[src/rtl/alu_issue_ctrl.sv]
// Issue/capture stage around a combinational ALU: one operation in flight, registered
// operands toward the ALU, registered result and zero flag toward the consumer.
//
// state | meaning
// IDLE  | empty, ready to accept an operation
// EXEC  | operands registered, ALU settling; result captured at end of cycle
// DONE  | result presented; may accept the next operation when the result is taken
module alu_issue_ctrl #(
    parameter int WIDTH = 5,
    parameter int CNT_W = 8
) (
    input  logic             clk,
    input  logic             rst,
    input  logic             in_valid,
    output logic             in_ready,
    input  logic [WIDTH-1:0] in_a,
    input  logic [WIDTH-1:0] in_b,
    input  logic [1:0]       in_sel,
    output logic [WIDTH-1:0] alu_a,
    output logic [WIDTH-1:0] alu_b,
    output logic [1:0]       alu_sel,
    input  logic [WIDTH-1:0] alu_out,
    output logic             out_valid,
    input  logic             out_ready,
    output logic [WIDTH-1:0] out_result,
    output logic [1:0]       out_sel,
    output logic             out_zero,
    output logic [CNT_W-1:0] op_count
);

    typedef enum logic [1:0] {
        ST_IDLE = 2'd0,
        ST_EXEC = 2'd1,
        ST_DONE = 2'd2
    } state_t;

    state_t             r_state;
    state_t             w_next;
    logic               w_in_ready;
    logic               w_out_valid;
    logic               w_in_fire;
    logic               w_out_fire;
    logic [WIDTH-1:0]   r_alu_a;
    logic [WIDTH-1:0]   r_alu_b;
    logic [1:0]         r_alu_sel;
    logic [WIDTH-1:0]   r_out_result;
    logic [1:0]         r_out_sel;
    logic               r_out_zero;
    logic [CNT_W-1:0]   r_op_count;

    always_ff @(posedge clk or posedge rst) begin
        if (rst) begin
            r_state <= ST_IDLE;
        end else begin
            r_state <= w_next;
        end
    end

    always_comb begin
        w_next = r_state;
        case (r_state)
            ST_IDLE: begin
                if (in_valid) begin
                    w_next = ST_EXEC;
                end
            end
            ST_EXEC: begin
                w_next = ST_DONE;
            end
            ST_DONE: begin
                if (out_ready) begin
                    w_next = in_valid ? ST_EXEC : ST_IDLE;
                end
            end
            default: begin
                w_next = ST_IDLE;
            end
        endcase
    end

    // in_ready in DONE follows out_ready so a new op can enter as the result leaves
    always_comb begin
        w_in_ready  = 1'b0;
        w_out_valid = 1'b0;
        case (r_state)
            ST_IDLE: begin
                w_in_ready = 1'b1;
            end
            ST_DONE: begin
                w_out_valid = 1'b1;
                w_in_ready  = out_ready;
            end
            default: begin
                w_in_ready  = 1'b0;
                w_out_valid = 1'b0;
            end
        endcase
    end

    assign w_in_fire  = in_valid && w_in_ready;
    assign w_out_fire = w_out_valid && out_ready;

    always_ff @(posedge clk or posedge rst) begin
        if (rst) begin
            r_alu_a   <= '0;
            r_alu_b   <= '0;
            r_alu_sel <= '0;
        end else if (w_in_fire) begin
            r_alu_a   <= in_a;
            r_alu_b   <= in_b;
            r_alu_sel <= in_sel;
        end
    end

    always_ff @(posedge clk or posedge rst) begin
        if (rst) begin
            r_out_result <= '0;
            r_out_sel    <= '0;
            r_out_zero   <= 1'b0;
        end else if (r_state == ST_EXEC) begin
            r_out_result <= alu_out;
            r_out_sel    <= r_alu_sel;
            r_out_zero   <= (alu_out == '0);
        end
    end

    always_ff @(posedge clk or posedge rst) begin
        if (rst) begin
            r_op_count <= '0;
        end else if (w_out_fire) begin
            r_op_count <= r_op_count + 1'b1;
        end
    end

    assign in_ready   = w_in_ready;
    assign out_valid  = w_out_valid;
    assign alu_a      = r_alu_a;
    assign alu_b      = r_alu_b;
    assign alu_sel    = r_alu_sel;
    assign out_result = r_out_result;
    assign out_sel    = r_out_sel;
    assign out_zero   = r_out_zero;
    assign op_count   = r_op_count;

endmodule
[config.mk]
export PLATFORM = sky130hd
export DESIGN_NAME = alu_issue_ctrl
export DESIGN_NICKNAME = d
export VERILOG_FILES = /design/src/rtl/alu_issue_ctrl.sv
export SDC_FILE = /design/constraint.sdc
export NUM_CORES = 1
export LEC_CHECK = 0
export CAP_MARGIN = 20
export CELL_PAD_IN_SITES_DETAIL_PLACEMENT = 0
export CELL_PAD_IN_SITES_GLOBAL_PLACEMENT = 1
export CORE_ASPECT_RATIO = 0.5
export CORE_MARGIN = 3
export CORE_UTILIZATION = 29
export DETAILED_ROUTE_END_ITERATION = 10
export GPL_TIMING_DRIVEN = 0
export PLACE_DENSITY = 0.85
export SLEW_MARGIN = 15
export SYNTH_ARGS = -nofsm -noshare
export SYNTH_HDL_FRONTEND = slang
export SYNTH_SLANG_ARGS = --single-unit
[constraint.sdc]
create_clock -name clk -period 1.35 [get_ports clk]
set_input_delay 0.27 -clock clk [delete_from_list [all_inputs] [get_ports clk]]
set_output_delay 0.27 -clock clk [all_outputs]
set_load 0.005 [all_outputs]
After elaboration in Yosys (flattened, before gate mapping)
Cells that the tools add are included.
{"block": "op_classes", "muxes": 6, "n_reduce_logical": 5, "eq_ne": 4, "addsub": 1}
{"op": "$add 8x1->8 const B", "n": 1}
{"op": "$pmux 2 s3", "n": 1}
{"op": "$logic_not 5->1", "n": 1}
{"op": "$mux 2", "n": 2}
{"op": "$ne 2x2->1 const B", "n": 2}
{"op": "$eq 2x1->1 const B", "n": 1}
{"op": "$eq 2x2->1 const B", "n": 1}
{"op": "$logic_and 1x1->1", "n": 2}
{"op": "$logic_not 2->1", "n": 1}
{"op": "$mux 1", "n": 2}
{"op": "$pmux 1 s2", "n": 1}
{"op": "$reduce_and 2->1", "n": 1}
{"block": "word_totals", "wordCells": 24, "reg_bits": 30, "output_inout_bits": 30}

Logic depth before layout (Yosys ltp)
{"block": "logic_depth", "ltp_word": 3, "ltp_mapped": 4, "ltp_nobuf": 4}

Worst setup path before layout
OpenSTA, ideal clock, no wires.
{"block": "synth_timing", "kind": "reg-to-reg", "start": "register r_state[1]", "end": "register r_alu_a[0], in the netlist alu_a[0]", "path_slack_ns": -0.055, "stages_incl_launch_ff": 5, "path_buffers": 1, "t_arrival_ns": 1.280, "cell_sequence": "dfrtp_1 nor2b_2 nor3b_4 buf_6 mux2_2"}
{"block": "synth_via", "elab_chain_cells": 3, "word_cells_on_any_way": 4, "cone_classes": "1 x eq/ne; 1 x mux; 2 x reduce/logical"}
{"element": "start, declared", "line": "37", "source": "state_t r_state;"}
{"element": "start signal, assigned", "line": "55", "source": "r_state <= w_next;"}
{"element": "$eq 2x2->1 / $logic_not 2->1 (equally long branches)", "line": "85", "source": "case (r_state)"}
{"element": "$pmux 1 s2 *", "line": "85"}
{"element": "$logic_and 1x1->1 *", "line": "100", "source": "assign w_in_fire = in_valid && w_in_ready;"}
{"element": "end signal, assigned", "line": "109", "source": "r_alu_a <= in_a;"}
{"element": "end, declared", "line": "43", "source": "logic [WIDTH-1:0] r_alu_a;"}
Every way passes the cells marked *; elsewhere a longest branch is shown, timed or not.
A chain may end at the register's enable or synchronous reset.

Final worst setup path
{"block": "layout_timing", "start": "register r_state[0]", "end": "register r_alu_b[3], in the netlist alu_b[3]"}
{"block": "layout_via", "elab_chain_cells": 3, "word_cells_on_any_way": 4, "cone_classes": "1 x eq/ne; 1 x mux; 2 x reduce/logical"}
{"element": "$eq 2x2->1 / $logic_not 2->1 (equally long branches)", "line": "85"}
{"element": "$pmux 1 s2 *", "line": "85"}
{"element": "$logic_and 1x1->1 *", "line": "100"}
{"element": "end signal, assigned", "line": "110", "source": "r_alu_b <= in_b;"}
{"element": "end, declared", "line": "44", "source": "logic [WIDTH-1:0] r_alu_b;"}
Marks and branches as above.

==> results.py <==
metrics = {
    "floorplanning": {
        "die_height_um": 51.6,
        "fp.dieW_um": 97.2,
        "coreArea_um2": 3700,
        "io_pins": 51,
        "rows": 15,
        "initial_core_util": 0.326,
        "die_area_um2": 5020,
    },
    "min_path": {
        "hp-class": "input pin to asynchronous set/reset pin",
    },
    "sta": {
        "drv_slew": 0,
        "fin_ws_ns": -0.0707,
        "fin_tns_setup_ns": -0.726,
        "finalCriticalPeriod_ns": 1.42,
        "worst_pin_slew_ns": 0.695,
        "hold_viol_final": 0,
        "period_share": 1.05,
        "grt_setup_unrepaired": "true",
        "slew_headroom": 0.536,
        "max_freq_mhz": 704,
        "setup_viol": 12,
        "skew_ns": 0.00139,
    },
    "detailed_routing": {
        "met1_length_um": 1290,
        "wl_um": 2800,
        "drt-vias-per-instance": 4.37,
        "wl_met3_um": 114,
        "route.met2.wl_um": 1360,
        "drt_iter0_markers": 16,
        "vias": 917,
        "drc_errors": 0,
        "drtPass1Iterations": 4,
        "ant_nets": 0,
        "top_layer_used": "met4",
        "wl_per_cell_um": 13.3,
    },
    "run": {
        "drv_cap": 0,
    },
    "worst_setup_path": {
        "crit_path_start": "r_state[0]$_DFFE_PP0P_",
        "crit_required_ns": 1.51,
        "path_max_fanout": 5,
        "worstPathArrival_ns": 1.58,
        "cp-endpoint": "alu_b[3]$_DFFE_PP0P_",
        "worstReg2RegEnd": "alu_b[3]$_DFFE_PP0P_",
        "path_class": "flop to flop",
        "regToRegStartpoint": "r_state[0]$_DFFE_PP0P_",
        "critPathLaunchType": "flop",
        "ff2ff_setup_slack_ns": -0.07,
        "end_kind": "flop",
        "reg2reg_depth": 4,
    },
    "synth": {
        "netlist_area_um2": 1210,
        "ys_seq_area_frac": 0.622,
        "syn-num-nets": 106,
        "synth_top_area_frac": 0.622,
        "yosysMostFrequentCell": "dfrtp_1",
        "postSynthCellCount": 84,
        "synthFlopType": "dfrtp_1",
        "ys_async_sr_fraction": 1.00,
        "ys_ff_latch": 30,
        "netlist_top_cells_area": "dfrtp_1, mux2_2, xor2_1, nand2_1, nor3b_4",
        "yosysWarnings": 0,
        "synth_area_per_cell_um2": 14.4,
        "ys_top_cells_by_count": "dfrtp_1, mux2_2, nand2_1, xor2_1, nor2_1",
        "synth_edf_count": 0,
        "synth_top_cell_by_area": "dfrtp_1",
        "synth.distinct_cells": 21,
    },
    "global_routing": {
        "grt_use_total": 0.119,
        "grt_max_degree": 17,
        "grt_pass1_wl_um": 4650,
        "grt_pass1_vias": 936,
        "antenna_found_initial": 0,
        "overflow": 0,
    },
    "status": {
        "status": "finished with violations",
        "violations": "setup timing",
    },
    "layout": {
        "final_core_util": 0.551,
        "n_antenna_cell": 0,
        "final_cell_count_no_fill": 210,
        "fin_nets": 181,
        "drive_gt1_frac": 0.333,
        "areaGrowthSynthToFinish_pct": 69.0,
    },
    "clocking": {
        "clk_pin_slew_ns": 0.06,
        "htreeDepth": 2,
        "clockBufferDepth": 2,
        "cts_root_buffer": "clkbuf_8",
        "cts_tree": "built",
        "numClockSinks": 30,
        "insertion_delay_ns": 0.27,
        "cts_buffers": 5,
    },
    "place": {
        "portBuffers": 50,
        "gp_congestion": 0.721,
        "dp.cells": 186,
        "dp_hpwl_um": 1900,
    },
    "power": {
        "p_per_area_nw_per_um2": 1530,
        "worst_ir_drop_vdd_uv": 629,
        "p_leak_nw": 0.993,
    },
}
[logic make-up (layout without fill, tap and decap cells)]
kind of cell | after synthesis | in the layout | share of synthesized area
AOI/OAI and AO/OA | 2 | 2 | 0.0104
buffers and inverters | 3 | 78 | 0.0166
and+or+nand+nor | 21 | 21 | 0.103
xor gates and xnor gates | 7 | 7 | 0.0508
DFF | 30 | 30 | 0.622
adders and majority gates | 1 | 1 | 0.0104
muxes | 20 | 20 | 0.187
[worst max-delay path: stages, from the launching register on]
cell,delay (ns)
dfrtp_2,0.41
buf_6,0.13
nor3b_4,0.28
buf_6,0.18
mux2_4,0.30
[flip-flops by register name, summed over array words and instances, names as in the netlist]
name and count:
alu_b 5, r_state 2, alu_sel 2, out_result 5
alu_a 5, out_zero 1, op_count 8, out_sel 2
[placed cells by master, fill, tap and decap left out, types with 2 or more instances in the layout]
cell type / netlist / layout
nor2b_4: 0 / 2
buf_4: 0 / 14
xor2_1: 5 / 5
clkdlybuf4s50_1: 0 / 19
clkbuf_8: 0 / 5
dlygate4sd2_1: 0 / 29
nand2_1: 5 / 5
xnor2_1: 2 / 2
mux2_2: 20 / 8
nand2b_1: 2 / 2
nor2_1: 4 / 4
dfrtp_1: 30 / 29
nor3_2: 0 / 2
buf_2: 1 / 2
nand4_1: 2 / 2
buf_6: 1 / 4
clkbuf_1: 0 / 2
mux2_4: 0 / 12
[layout make-up]
type | instances | area, um2
Buffer | 2 | 18.8
Clock buffer | 7 | 76.3
Multi-Input combinational cell | 51 | 503
Tap cell | 51 | 63.8
Timing Repair Buffer | 68 | 621
Inverter | 1 | 3.75
Fill cell | 313 | 1660
Sequential cell | 30 | 752
[through the flow]
| step | power, mW | hold WS (ns) | area, um2 | setup WS, ns |
|---|---|---|---|---|
| finish | 3.13 | 0.414 | 2040 | -0.0707 |
| global route | 3.32 | 0.485 | 2040 | -0.127 |
| CTS | 3.15 | 0.430 | 2020 | -0.0928 |
| detailed placement | 2.44 | 0.465 | 1800 | -0.573 |
| global placement | 2.40 | 0.465 | 1780 | -0.568 |
| floorplan | 1.74 | 0.361 | 1210 | -0.0395 |
[what timing repair did]
item | in CTS | in global routing
pin swaps | 1 | 4
buffers inserted | 15 | 1
hold buffers | 0 | 0
endpoints found under the setup margin | 42 | 23
gates cloned | 1 | 0
resized for setup | 56 | 3
[metal layers]
metal / up-vias / global-route usage
met5: - / 0
met4: 0 / 0.0629
met3: 4 / 0.0308
met2: 22 / 0.191
met1: 449 / 0.152
li1: 442 / -
[worst min-delay path by stage]
stage                             from  cells after the start                       to  slack [ns]
2_1_floorplan                      rst                      1     alu_a[0]$_DFFE_PP0P_        0.36
3_3_place_gp   op_count[7]$_DFFE_PP0P_                      1  op_count[7]$_DFFE_PP0P_        0.47
3_5_place_dp   op_count[7]$_DFFE_PP0P_                      1  op_count[7]$_DFFE_PP0P_        0.47
4_1_cts                            rst                      2     alu_a[2]$_DFFE_PP0P_        0.43
5_1_grt                            rst                      2     alu_b[2]$_DFFE_PP0P_        0.49
6_report                           rst                      2     alu_a[2]$_DFFE_PP0P_        0.41
[power by group]
part           switching (mW)  total [mW]  internal (mW)
Combinational           0.429        1.18          0.753
Sequential              0.125        1.29           1.16
Clock                   0.305       0.659          0.354
No activity file was read; power rests on OpenSTA's default activity.
